===== src/rtl/time_set_controller.sv =====
// ---------------------------------------------------------------------------
// time_set_controller
//
// Keeps an HH:MM:SS time value. Two modes:
//   RUN  - the time advances on each tick_1hz pulse. On the 23:59:59 to
//          00:00:00 wrap, rollover_pulse is high for one cycle.
//   EDIT - the time is frozen. One field (hours, minutes or seconds) is
//          selected. inc/dec pulses change that field with wrap-around and
//          never carry into another field. blink_on flashes the selected
//          field on the display.
//
// The button inputs are single-cycle pulses from the pushbutton
// auto-repeat FSMs.
//
// Parameters:
//   BLINK_HALF     clock cycles per blink half-period in EDIT (>= 2)
//
// Ports:
//   clk            system clock, all logic on posedge
//   rst            synchronous reset, active-high
//   tick_1hz       one-cycle pulse, once per second
//   mode_pulse     toggles RUN / EDIT
//   next_pulse     advances the selected field (H -> M -> S -> H)
//   inc_pulse      +1 on the selected field
//   dec_pulse      -1 on the selected field
//   hours          0..23, registered
//   minutes        0..59, registered
//   seconds        0..59, registered
//   edit_active    high in any EDIT state
//   field_sel      one-hot selected field: [2]=H [1]=M [0]=S, 000 in RUN
//   blink_on       display enable for the selected field
//   rollover_pulse one-cycle pulse on the midnight wrap in RUN
// ---------------------------------------------------------------------------
module time_set_controller #(
    parameter int unsigned BLINK_HALF = 25_000_000
) (
    input  logic       clk,
    input  logic       rst,
    input  logic       tick_1hz,
    input  logic       mode_pulse,
    input  logic       next_pulse,
    input  logic       inc_pulse,
    input  logic       dec_pulse,
    output logic [4:0] hours,
    output logic [5:0] minutes,
    output logic [5:0] seconds,
    output logic       edit_active,
    output logic [2:0] field_sel,
    output logic       blink_on,
    output logic       rollover_pulse
);

    // -----------------------------------------------------------------------
    // Types and constants
    // -----------------------------------------------------------------------
    typedef enum logic [1:0] {
        ST_RUN    = 2'd0,
        ST_EDIT_H = 2'd1,
        ST_EDIT_M = 2'd2,
        ST_EDIT_S = 2'd3
    } state_e;

    localparam int unsigned          CNT_W    = $clog2(BLINK_HALF);
    localparam logic [CNT_W-1:0]     CNT_LAST = CNT_W'(BLINK_HALF - 1);

    localparam logic [5:0] HOUR_MAX = 6'd23;
    localparam logic [5:0] MS_MAX   = 6'd59;

    // -----------------------------------------------------------------------
    // Wrap helpers. All field arithmetic uses an explicit compare against the
    // field maximum. Hours go through these helpers zero-extended to 6 bits.
    // -----------------------------------------------------------------------
    function automatic logic [5:0] wrap_inc(input logic [5:0] val,
                                            input logic [5:0] max);
        return (val == max) ? 6'd0 : val + 6'd1;
    endfunction

    function automatic logic [5:0] wrap_dec(input logic [5:0] val,
                                            input logic [5:0] max);
        return (val == 6'd0) ? max : val - 6'd1;
    endfunction

    // -----------------------------------------------------------------------
    // Registers and next-state signals
    // -----------------------------------------------------------------------
    state_e           state_q,    state_d;
    logic [4:0]       hours_q,    hours_d;
    logic [5:0]       minutes_q,  minutes_d;
    logic [5:0]       seconds_q,  seconds_d;
    logic             rollover_q, rollover_d;
    logic [CNT_W-1:0] blink_cnt_q, blink_cnt_d;
    logic             blink_q,    blink_d;

    // Decoded control
    logic run_tick;      // tick that actually advances the time
    logic field_cmd_ok;  // EDIT, with no higher-priority pulse in this cycle
    logic inc_acc;       // accepted increment
    logic dec_acc;       // accepted decrement
    logic state_change;

    // -----------------------------------------------------------------------
    // FSM process 1: state register
    // -----------------------------------------------------------------------
    // NOTE: sequential state is updated with non-blocking assignments so
    // every register samples its inputs from before the clock edge.
    always_ff @(posedge clk) begin
        if (rst) begin
            state_q <= ST_RUN;
        end else begin
            state_q <= state_d;
        end
    end

    // -----------------------------------------------------------------------
    // FSM process 2: next-state logic
    // mode_pulse has priority over next_pulse. next_pulse is ignored in RUN.
    // -----------------------------------------------------------------------
    // NOTE: every signal assigned in a combinational block gets a default
    // first. A path that leaves one unassigned would infer a latch.
    always_comb begin
        state_d = state_q;
        unique case (state_q)
            ST_RUN: begin
                if (mode_pulse) state_d = ST_EDIT_H;
            end
            ST_EDIT_H: begin
                if (mode_pulse)      state_d = ST_RUN;
                else if (next_pulse) state_d = ST_EDIT_M;
            end
            ST_EDIT_M: begin
                if (mode_pulse)      state_d = ST_RUN;
                else if (next_pulse) state_d = ST_EDIT_S;
            end
            ST_EDIT_S: begin
                if (mode_pulse)      state_d = ST_RUN;
                else if (next_pulse) state_d = ST_EDIT_H;
            end
            default: state_d = ST_RUN;
        endcase
    end

    // -----------------------------------------------------------------------
    // FSM process 3: Moore outputs decoded from the state register
    // -----------------------------------------------------------------------
    always_comb begin
        edit_active = (state_q != ST_RUN);
        field_sel   = 3'b000;
        unique case (state_q)
            ST_EDIT_H: field_sel = 3'b100;
            ST_EDIT_M: field_sel = 3'b010;
            ST_EDIT_S: field_sel = 3'b001;
            default:   field_sel = 3'b000;
        endcase
    end

    // -----------------------------------------------------------------------
    // Input qualification. In EDIT only one action happens per cycle:
    // mode > next > inc/dec. An inc and a dec in the same cycle cancel.
    // A pulse that loses is dropped, not queued.
    // -----------------------------------------------------------------------
    always_comb begin
        run_tick     = (state_q == ST_RUN) && tick_1hz;
        field_cmd_ok = (state_q != ST_RUN) && !mode_pulse && !next_pulse;
        inc_acc      = field_cmd_ok && inc_pulse && !dec_pulse;
        dec_acc      = field_cmd_ok && dec_pulse && !inc_pulse;
        state_change = (state_d != state_q);
    end

    // -----------------------------------------------------------------------
    // Time datapath: RUN counting and EDIT field arithmetic
    // -----------------------------------------------------------------------
    always_comb begin
        hours_d    = hours_q;
        minutes_d  = minutes_q;
        seconds_d  = seconds_q;
        rollover_d = 1'b0;

        if (run_tick) begin
            // A tick that arrives with mode_pulse is still applied, because
            // the state register is still RUN on this edge.
            rollover_d = ({1'b0, hours_q} == HOUR_MAX) &&
                         (minutes_q == MS_MAX) && (seconds_q == MS_MAX);
            seconds_d  = wrap_inc(seconds_q, MS_MAX);
            if (seconds_q == MS_MAX) begin
                minutes_d = wrap_inc(minutes_q, MS_MAX);
                if (minutes_q == MS_MAX) begin
                    hours_d = 5'(wrap_inc({1'b0, hours_q}, HOUR_MAX));
                end
            end
        end else if (inc_acc || dec_acc) begin
            unique case (state_q)
                ST_EDIT_H: begin
                    hours_d = inc_acc ? 5'(wrap_inc({1'b0, hours_q}, HOUR_MAX))
                                      : 5'(wrap_dec({1'b0, hours_q}, HOUR_MAX));
                end
                ST_EDIT_M: begin
                    minutes_d = inc_acc ? wrap_inc(minutes_q, MS_MAX)
                                        : wrap_dec(minutes_q, MS_MAX);
                end
                ST_EDIT_S: begin
                    seconds_d = inc_acc ? wrap_inc(seconds_q, MS_MAX)
                                        : wrap_dec(seconds_q, MS_MAX);
                end
                default: ;
            endcase
        end
    end

    // -----------------------------------------------------------------------
    // Blink generator. A state change or an accepted inc/dec restarts the
    // period with the field lit, so the new value shows at once. In RUN the
    // counter is held at 0 and the display stays on.
    // -----------------------------------------------------------------------
    always_comb begin
        blink_cnt_d = blink_cnt_q;
        blink_d     = blink_q;

        if (state_change || inc_acc || dec_acc) begin
            blink_cnt_d = '0;
            blink_d     = 1'b1;
        end else if (state_q == ST_RUN) begin
            blink_cnt_d = '0;
            blink_d     = 1'b1;
        end else if (blink_cnt_q == CNT_LAST) begin
            blink_cnt_d = '0;
            blink_d     = ~blink_q;
        end else begin
            blink_cnt_d = blink_cnt_q + 1'b1;
        end
    end

    // -----------------------------------------------------------------------
    // Datapath registers
    // -----------------------------------------------------------------------
    always_ff @(posedge clk) begin
        if (rst) begin
            hours_q     <= '0;
            minutes_q   <= '0;
            seconds_q   <= '0;
            rollover_q  <= 1'b0;
            blink_cnt_q <= '0;
            blink_q     <= 1'b1;
        end else begin
            hours_q     <= hours_d;
            minutes_q   <= minutes_d;
            seconds_q   <= seconds_d;
            rollover_q  <= rollover_d;
            blink_cnt_q <= blink_cnt_d;
            blink_q     <= blink_d;
        end
    end

    // -----------------------------------------------------------------------
    // Outputs
    // -----------------------------------------------------------------------
    assign hours          = hours_q;
    assign minutes        = minutes_q;
    assign seconds        = seconds_q;
    assign blink_on       = blink_q;
    assign rollover_pulse = rollover_q;

endmodule


===== config.mk =====
export PLATFORM = sky130hd
export DESIGN_NAME = time_set_controller
export DESIGN_NICKNAME = d
export VERILOG_FILES = /design/src/rtl/time_set_controller.sv
export SDC_FILE = /design/constraint.sdc
export NUM_CORES = 1
export LEC_CHECK = 0
export ABC_AREA = 1
export BUFFER_PORTS_ARGS = -buffer_cell sky130_fd_sc_hd__buf_4
export CAP_MARGIN = 20
export CELL_PAD_IN_SITES_DETAIL_PLACEMENT = 0
export CELL_PAD_IN_SITES_GLOBAL_PLACEMENT = 1
export CORE_ASPECT_RATIO = 0.6
export CORE_MARGIN = 2
export CORE_UTILIZATION = 41
export DETAILED_ROUTE_END_ITERATION = 10
export HOLD_SLACK_MARGIN = 0.15
export MAX_ROUTING_LAYER = met4
export PLACE_DENSITY = 0.75
export SETUP_SLACK_MARGIN = 0.2
export SLEW_MARGIN = 25
export SYNTH_ARGS = -nofsm -noshare
export SYNTH_HDL_FRONTEND = slang
export SYNTH_SLANG_ARGS = --single-unit

===== constraint.sdc =====
create_clock -name clk -period 1.9 [get_ports clk]
set_input_delay 0.475 -clock clk [delete_from_list [all_inputs] [get_ports clk]]
set_output_delay 0.475 -clock clk [all_outputs]
set_load 0.03 [all_outputs]

==> results of run 1 <==
## per-stage QoR
stage,power [W],util,area (sq um)
2_1_floorplan,0.001337,-,3042
3_3_place_gp,0.001470,0.4710,3408
3_5_place_dp,0.001464,0.4710,3408
4_1_cts,0.002324,0.4896,3543
5_1_grt,0.002421,0.5002,3620
6_report,0.002308,0.5002,3620
## where the power goes
group	internal (W)	total, W	switching [W]
Clock	0.000476	0.000863	0.000387
Combinational	0.000160	0.000422	0.000262
Sequential	0.000988	0.00102	0.0000347
## area by class of cell
type,instances,share of cell area
Tap cell,104,0.03595
Clock buffer,5,0.03457
Sequential cell,46,0.2568
Inverter,62,0.06498
Timing Repair Buffer,42,0.09402
Clock inverter,2,0.002765
Multi-Input combinational cell,354,0.5109
## routing by layer
| metal | global-route usage | part of all wire |
|---|---|---|
| met4 | 0.04418 | 0.0066 |
| met5 | - | 0 |
| met2 | 0.2353 | 0.35 |
| met3 | 0.04884 | 0.062 |
| met1 | 0.3519 | 0.58 |
## cell usage in the layout, fill, tap and decap left out, types with 4 or more instances in the layout
master	Yosys	layout
nand2_1	110	110
nor2_1	77	74
inv_1	57	57
dfxtp_1	46	41
buf_4	1	40
nand3_1	31	31
a21oi_1	23	23
o21ai_0	20	20
xor2_1	14	14
nor3_1	13	13
nand4_1	9	9
xnor2_1	7	7
ha_1	9	7
nor2_2	4	6
nand2_2	8	6
nor2_4	5	6
clkbuf_16	0	5
inv_2	4	4
o21bai_1	4	4
dfxtp_2	0	4
## worst max-delay path, delay by kind of cell (launching register included)
kind                     cells  cell delay, ns
XOR/XNOR                     1            0.15
AND/OR/NAND/NOR              6            0.65
adder cells (fa/ha/maj)      1            0.13
buffers and inverters        2            0.20
flip-flops                   1            0.36
## cells by family (layout without fill, tap and decap cells)
logic type / count (synthesis) / in the layout / synth area share
AND/OR/NAND/NOR: 267 / 267 / 0.3900
XOR/XNOR: 21 / 21 / 0.06047
AO/OA/AOI/OAI: 57 / 57 / 0.1082
flip-flops: 46 / 46 / 0.3028
adder cells (fa/ha/maj): 9 / 9 / 0.03702
buffers and inverters: 72 / 111 / 0.1016
## what timing repair did
action | CTS | global route
endpoints found under the setup margin | 2 | 35
pin swaps | 0 | 4
hold buffers | 0 | 0
buffers inserted | 0 | 4
resized for setup | 0 | 15
## state kept, by name, summed over array words and instances (netlist names)
signal,count
blink_cnt_q,25
blink_on,1
hours,5
minutes,6
rollover_pulse,1
seconds,6
state_q,2
## how the worst min path moves through the flow
stage,startpoint,endpoint,slack [ns],depth (start not counted)
floorplan,blink_cnt_q[0],blink_cnt_q[0],0.42,1
global placement,blink_cnt_q[0],blink_cnt_q[0],0.43,1
detailed placement,blink_cnt_q[0],blink_cnt_q[0],0.44,1
CTS,mode_pulse,state_q[1],0.38,2
global route,mode_pulse,state_q[1],0.38,2
finish,mode_pulse,state_q[1],0.37,2
==> results.sh, run 1 <==
export IMPL_via_per_inst=4.881
export IMPL_path_class="reg -> reg"
export IMPL_fin_crit_sh=0.8482
export IMPL_worstSetupEndpointType="flip-flop"
export IMPL_cts_buffers=5
export IMPL_synth_top_flop_cell="dfxtp_1"
export IMPL_tightest_slew_ns=0.5335
export IMPL_max_stage_delay_ns=0.36
export IMPL_rsz0062_at_grt="true"
export IMPL_final_nets=527
export IMPL_syn_to_final_growth_pct=19.00
export IMPL_status="completed"
export IMPL_synth_edf_count=0
export IMPL_syn_cell_area_sq_mm=0.003042
export IMPL_path_max_fanout=4
export IMPL_place_hpwl_um=6075
export IMPL_syn_nets=488
export IMPL_slowest_stage="dfxtp_4"
export IMPL_cts_sinks=46
export IMPL_synth_commonest_cells="nand2_1, nor2_1, inv_1"
export IMPL_drt_iter0_drc=272
export IMPL_htreeDepth=2
export IMPL_maxCapViolations=0
export IMPL_antenna_cells=0
export IMPL_die_area_sq_mm=0.008146
export IMPL_rrSetupSlack_ns=0.29
export IMPL_ff2ff_path_depth=10
export IMPL_yosysUniqueCellTypes=34
export IMPL_die_w_um=115.2
export IMPL_gr_total_overflow=0
export IMPL_tns_ns=0
export IMPL_yosys_area_top_type="dfxtp_1"
export IMPL_startpoint="blink_cnt_q[0]"
export IMPL_stdcell_count=615
export IMPL_root_buffer="clkbuf_16"
export IMPL_ys_seq_elements=46
export IMPL_finClkSkew_ns=0.008759
export IMPL_tritoncts="done"
export IMPL_multi_input_area_sq_mm=0.001849
export IMPL_reg2reg_from="blink_cnt_q[0]"
export IMPL_worstSkewPairLatency_ns=0.30
export IMPL_core_area_sq_mm=0.007237
export IMPL_first_pass_iters=4
export IMPL_wl_per_cell_um=12.89
export IMPL_ys_seq_area_frac=0.3028
export IMPL_wl_um=7927
export IMPL_cp_data_arrival_time_ns=1.80
export IMPL_timing_fmax_mhz=620.5
export IMPL_antenna_found_initial=0
export IMPL_clk_pin_slew_ns=0.07
export IMPL_yosysMostFrequentCell="nand2_1"
export IMPL_layout_setup_ws_ns=0.2885
export IMPL_rows=24
export IMPL_finalMaxSlewViolations=0
export IMPL_seq_area_sq_um=929.6
export IMPL_grt_max_degree=26
export IMPL_drc=0
export IMPL_fillers=750
export IMPL_layout_min_cycle_time_ns=1.612
export IMPL_vias=3002
export IMPL_timing_rr_end="blink_cnt_q[16]"
export IMPL_grt_pass1_vias=2539
export IMPL_critPathLaunchType="flip-flop"
export IMPL_cts_buffer_depth=2
export IMPL_ant_nets=0
export IMPL_dp_worst_setup_slack_ns=0.2236
export IMPL_start_util=0.4203
export IMPL_vdd_drop_max_uv=289.3
export IMPL_cellPowerDensity_mw_per_mm2=637.5
export IMPL_crit_path_end="blink_cnt_q[16]"
export IMPL_synth_area_leaders="dfxtp_1, nand2_1, nor2_1"
export IMPL_synthArstFlopShare=0
export IMPL_drive_above_1_share=0.1761
export IMPL_synth_top_area_share=0.3028
export IMPL_io_buffers=29
export IMPL_crit_chain="ha_4, nand2_1, nor2_4, nand2_4, nor2_4, buf_4, inv_1, nor2_1, xor2_1, nor2_1"
export IMPL_syn_avg_cell_area_sq_um=6.444
export IMPL_maxSlewHeadroom=0.6410
export IMPL_power_leakage_nw=1.492
export IMPL_place_inst=604
export IMPL_io_pins=30
export IMPL_hold_violations=0
export IMPL_grt_usage=0.2094
export IMPL_synthCells=472
export IMPL_required_ns=2.09
export IMPL_gp_congestion=0.8163
export IMPL_grt_pass1_wl_um=13050
export IMPL_hp_class="in -> reg"
export IMPL_setup_viol=0
export IMPL_yosysWarnings=0
export IMPL_whs_ns=0.3726
export IMPL_die_y_um=70.72
No activity file was read; power rests on OpenSTA's default activity.
==> run 2, diff against run 1 <==
--- a/config.mk
+++ b/config.mk
@@ -12,11 +12,11 @@
 export CELL_PAD_IN_SITES_GLOBAL_PLACEMENT = 1
 export CORE_ASPECT_RATIO = 0.6
 export CORE_MARGIN = 2
-export CORE_UTILIZATION = 41
+export CORE_UTILIZATION = 38
 export DETAILED_ROUTE_END_ITERATION = 10
 export HOLD_SLACK_MARGIN = 0.15
 export MAX_ROUTING_LAYER = met4
-export PLACE_DENSITY = 0.75
+export PLACE_DENSITY = 0.73
 export SETUP_SLACK_MARGIN = 0.2
 export SLEW_MARGIN = 25
 export SYNTH_ARGS = -nofsm -noshare
==> constraint.sdc (replaced) <==
create_clock -name clk -period 1.4 [get_ports clk]
set_input_delay 0.35 -clock clk [delete_from_list [all_inputs] [get_ports clk]]
set_output_delay 0.35 -clock clk [all_outputs]
set_load 0.03 [all_outputs]
==> run 2 against run 1 <==
The flow now finishes with violations (negative setup slack). Clock skew barely moved. Sequential power rose by 37%. Clock power grew 53%. Design area grew 36%. Critical path depth unchanged. Total power is 58% higher. Routed wire length is 23% higher. Hold slack got worse by 0.024 ns. Flip-flop and latch count unchanged. Cell count is 14% higher. Combinational power increased by 120%. Critical endpoint is now blink_cnt_q[14].
==> results.sh, run 2 (synthesized netlist as in run 1, its figures left out) <==
export IMPL_io_pins=30
export IMPL_critPathLaunchType="flip-flop"
export IMPL_wl_um=9722
export IMPL_cts_sinks=46
export IMPL_drive_above_1_share=0.4370
export IMPL_die_area_sq_mm=0.008759
export IMPL_status="finished, violations left"
export IMPL_power_leakage_nw=2.070
export IMPL_hold_violations=0
export IMPL_cts_buffers=5
export IMPL_worstSkewPairLatency_ns=0.30
export IMPL_wl_per_cell_um=13.83
export IMPL_syn_to_final_growth_pct=61.95
export IMPL_maxSlewHeadroom=0.6639
export IMPL_core_area_sq_mm=0.007820
export IMPL_die_w_um=119.5
export IMPL_drt_iter0_drc=195
export IMPL_timing_fmax_mhz=669.0
export IMPL_final_common_cell="nand2_1"
export IMPL_crit_buf_inv=2
export IMPL_finalMaxSlewViolations=0
export IMPL_setup_viol=40
export IMPL_path_delay_family="simple AND/OR/NAND/NOR gates"
export IMPL_tritoncts="done"
export IMPL_grt_pass1_vias=3071
export IMPL_cp_data_arrival_time_ns=1.69
export IMPL_rsz0062_at_grt="true"
export IMPL_cellPowerDensity_mw_per_mm2=738.0
export IMPL_grt_max_degree=26
export IMPL_path_max_fanout=6
export IMPL_layout_min_cycle_time_ns=1.495
export IMPL_grt_usage=0.2294
export IMPL_root_buffer="clkbuf_16"
export IMPL_drc=0
export IMPL_cts_buffer_depth=2
export IMPL_die_y_um=73.30
export IMPL_antenna_found_initial=0
export IMPL_place_hpwl_um=6872
export IMPL_largest_register="blink_cnt_q"
export IMPL_clk_pin_slew_ns=0.07
export IMPL_finClkSkew_ns=0.008605
export IMPL_final_nets=610
export IMPL_slowest_stage="dfxtp_2"
export IMPL_vdd_drop_max_uv=537.7
export IMPL_first_pass_iters=4
export IMPL_gp_congestion=0.8671
export IMPL_rows=25
export IMPL_largest_reg_flops=25
export IMPL_htreeDepth=2
export IMPL_io_buffers=29
export IMPL_vias=3428
export IMPL_gr_total_overflow=0
export IMPL_grt_pass1_wl_um=15300
export IMPL_layout_setup_ws_ns=-0.09485
export IMPL_fillers=692
export IMPL_layout_common_cells="nand2_1, buf_4, nor2_1, inv_1, buf_6"
export IMPL_ant_nets=0
export IMPL_required_ns=1.59
export IMPL_antenna_cells=0
export IMPL_maxCapViolations=0
export IMPL_via_per_inst=4.876
export IMPL_multi_input_area_sq_mm=0.002228
export IMPL_hp_class="in -> reg"
export IMPL_path_class="reg -> reg"
export IMPL_seq_area_sq_um=982.2
export IMPL_worstSetupEndpointType="flip-flop"
export IMPL_max_stage_delay_ns=0.35
export IMPL_failed_checks="negative setup slack"
export IMPL_start_util=0.3890
export IMPL_crit_chain="ha_4, nand2_4, nor2_4, buf_4, nand3_4, nor2_4, nand3_2, nand2_4, buf_6, nor2_1"
export IMPL_fin_crit_sh=1.068
export IMPL_tns_ns=-2.614
export IMPL_tightest_slew_ns=0.5035
export IMPL_whs_ns=0.3483
run 2: cell count changes in the layout (fill, tap and decap cells not counted), sizes merged:
cell / change
clkbuf: +3
clkinv: -2
buf: +82
inv: +1
run 2: area by class of cell:
class                   instances  area share
repair buffers                125      0.2365
well taps                     108     0.02743
flip-flops and latches         46      0.1994
clock inverters                 1    0.001270
inverters                      62     0.05182
multi-input cells             354      0.4524
clock buffers                   7     0.03124
run 2: power by group:
part	switching [W]	leakage (nW)	total, W	internal [W]
logic	0.000503	1.60	0.000909	0.000406
registers	0.0000653	0.386	0.00140	0.00134
clock network	0.000551	0.0796	0.00132	0.000774
run 2: routing by layer:
metal	vias up	track usage	wire, um
met5	-	-	0
met4	0	0.05229	93
met3	12	0.03960	603
met2	78	0.2921	3667
met1	1599	0.3629	5357
li1	1739	-	-
run 2: through the flow:
| step | cell area, sq um | worst slack, ns | total power (W) | instances | util |
|---|---|---|---|---|---|
| after floorplan | 3194 | 0.009155 | 0.001848 | 472 | - |
| after global placement | 3965 | -0.1491 | 0.002105 | 663 | 0.5070 |
| after detailed placement | 3965 | -0.1287 | 0.002102 | 663 | 0.5070 |
| after CTS | 4583 | -0.09316 | 0.003528 | 690 | 0.5861 |
| after global routing | 4926 | -0.1829 | 0.003784 | 703 | 0.6299 |
| final | 4926 | -0.09485 | 0.003635 | 703 | 0.6299 |
run 2: timing repair:
action	4_1_cts	5_1_grt
cloned	0	2
resized for setup	84	65
pin swaps	32	19
setup buffers	19	11
hold buffers	0	0
setup endpoints to repair	61	64
run 2: final timing paths:
check	start	endpoint	slack (ns)	cells past startpoint
setup / recovery	blink_cnt_q[0]	blink_cnt_q[14]	-0.09	10
hold reg to reg	blink_cnt_q[24]	blink_cnt_q[24]	0.49	2
hold / removal	mode_pulse	state_q[1]	0.35	3
setup reg to reg	blink_cnt_q[0]	blink_cnt_q[14]	-0.09	10
run 2: tightest hold or removal path, stage by stage:
cell	delay (ns)
buf_4	0.10
buf_4	0.11
nor4_1	0.04
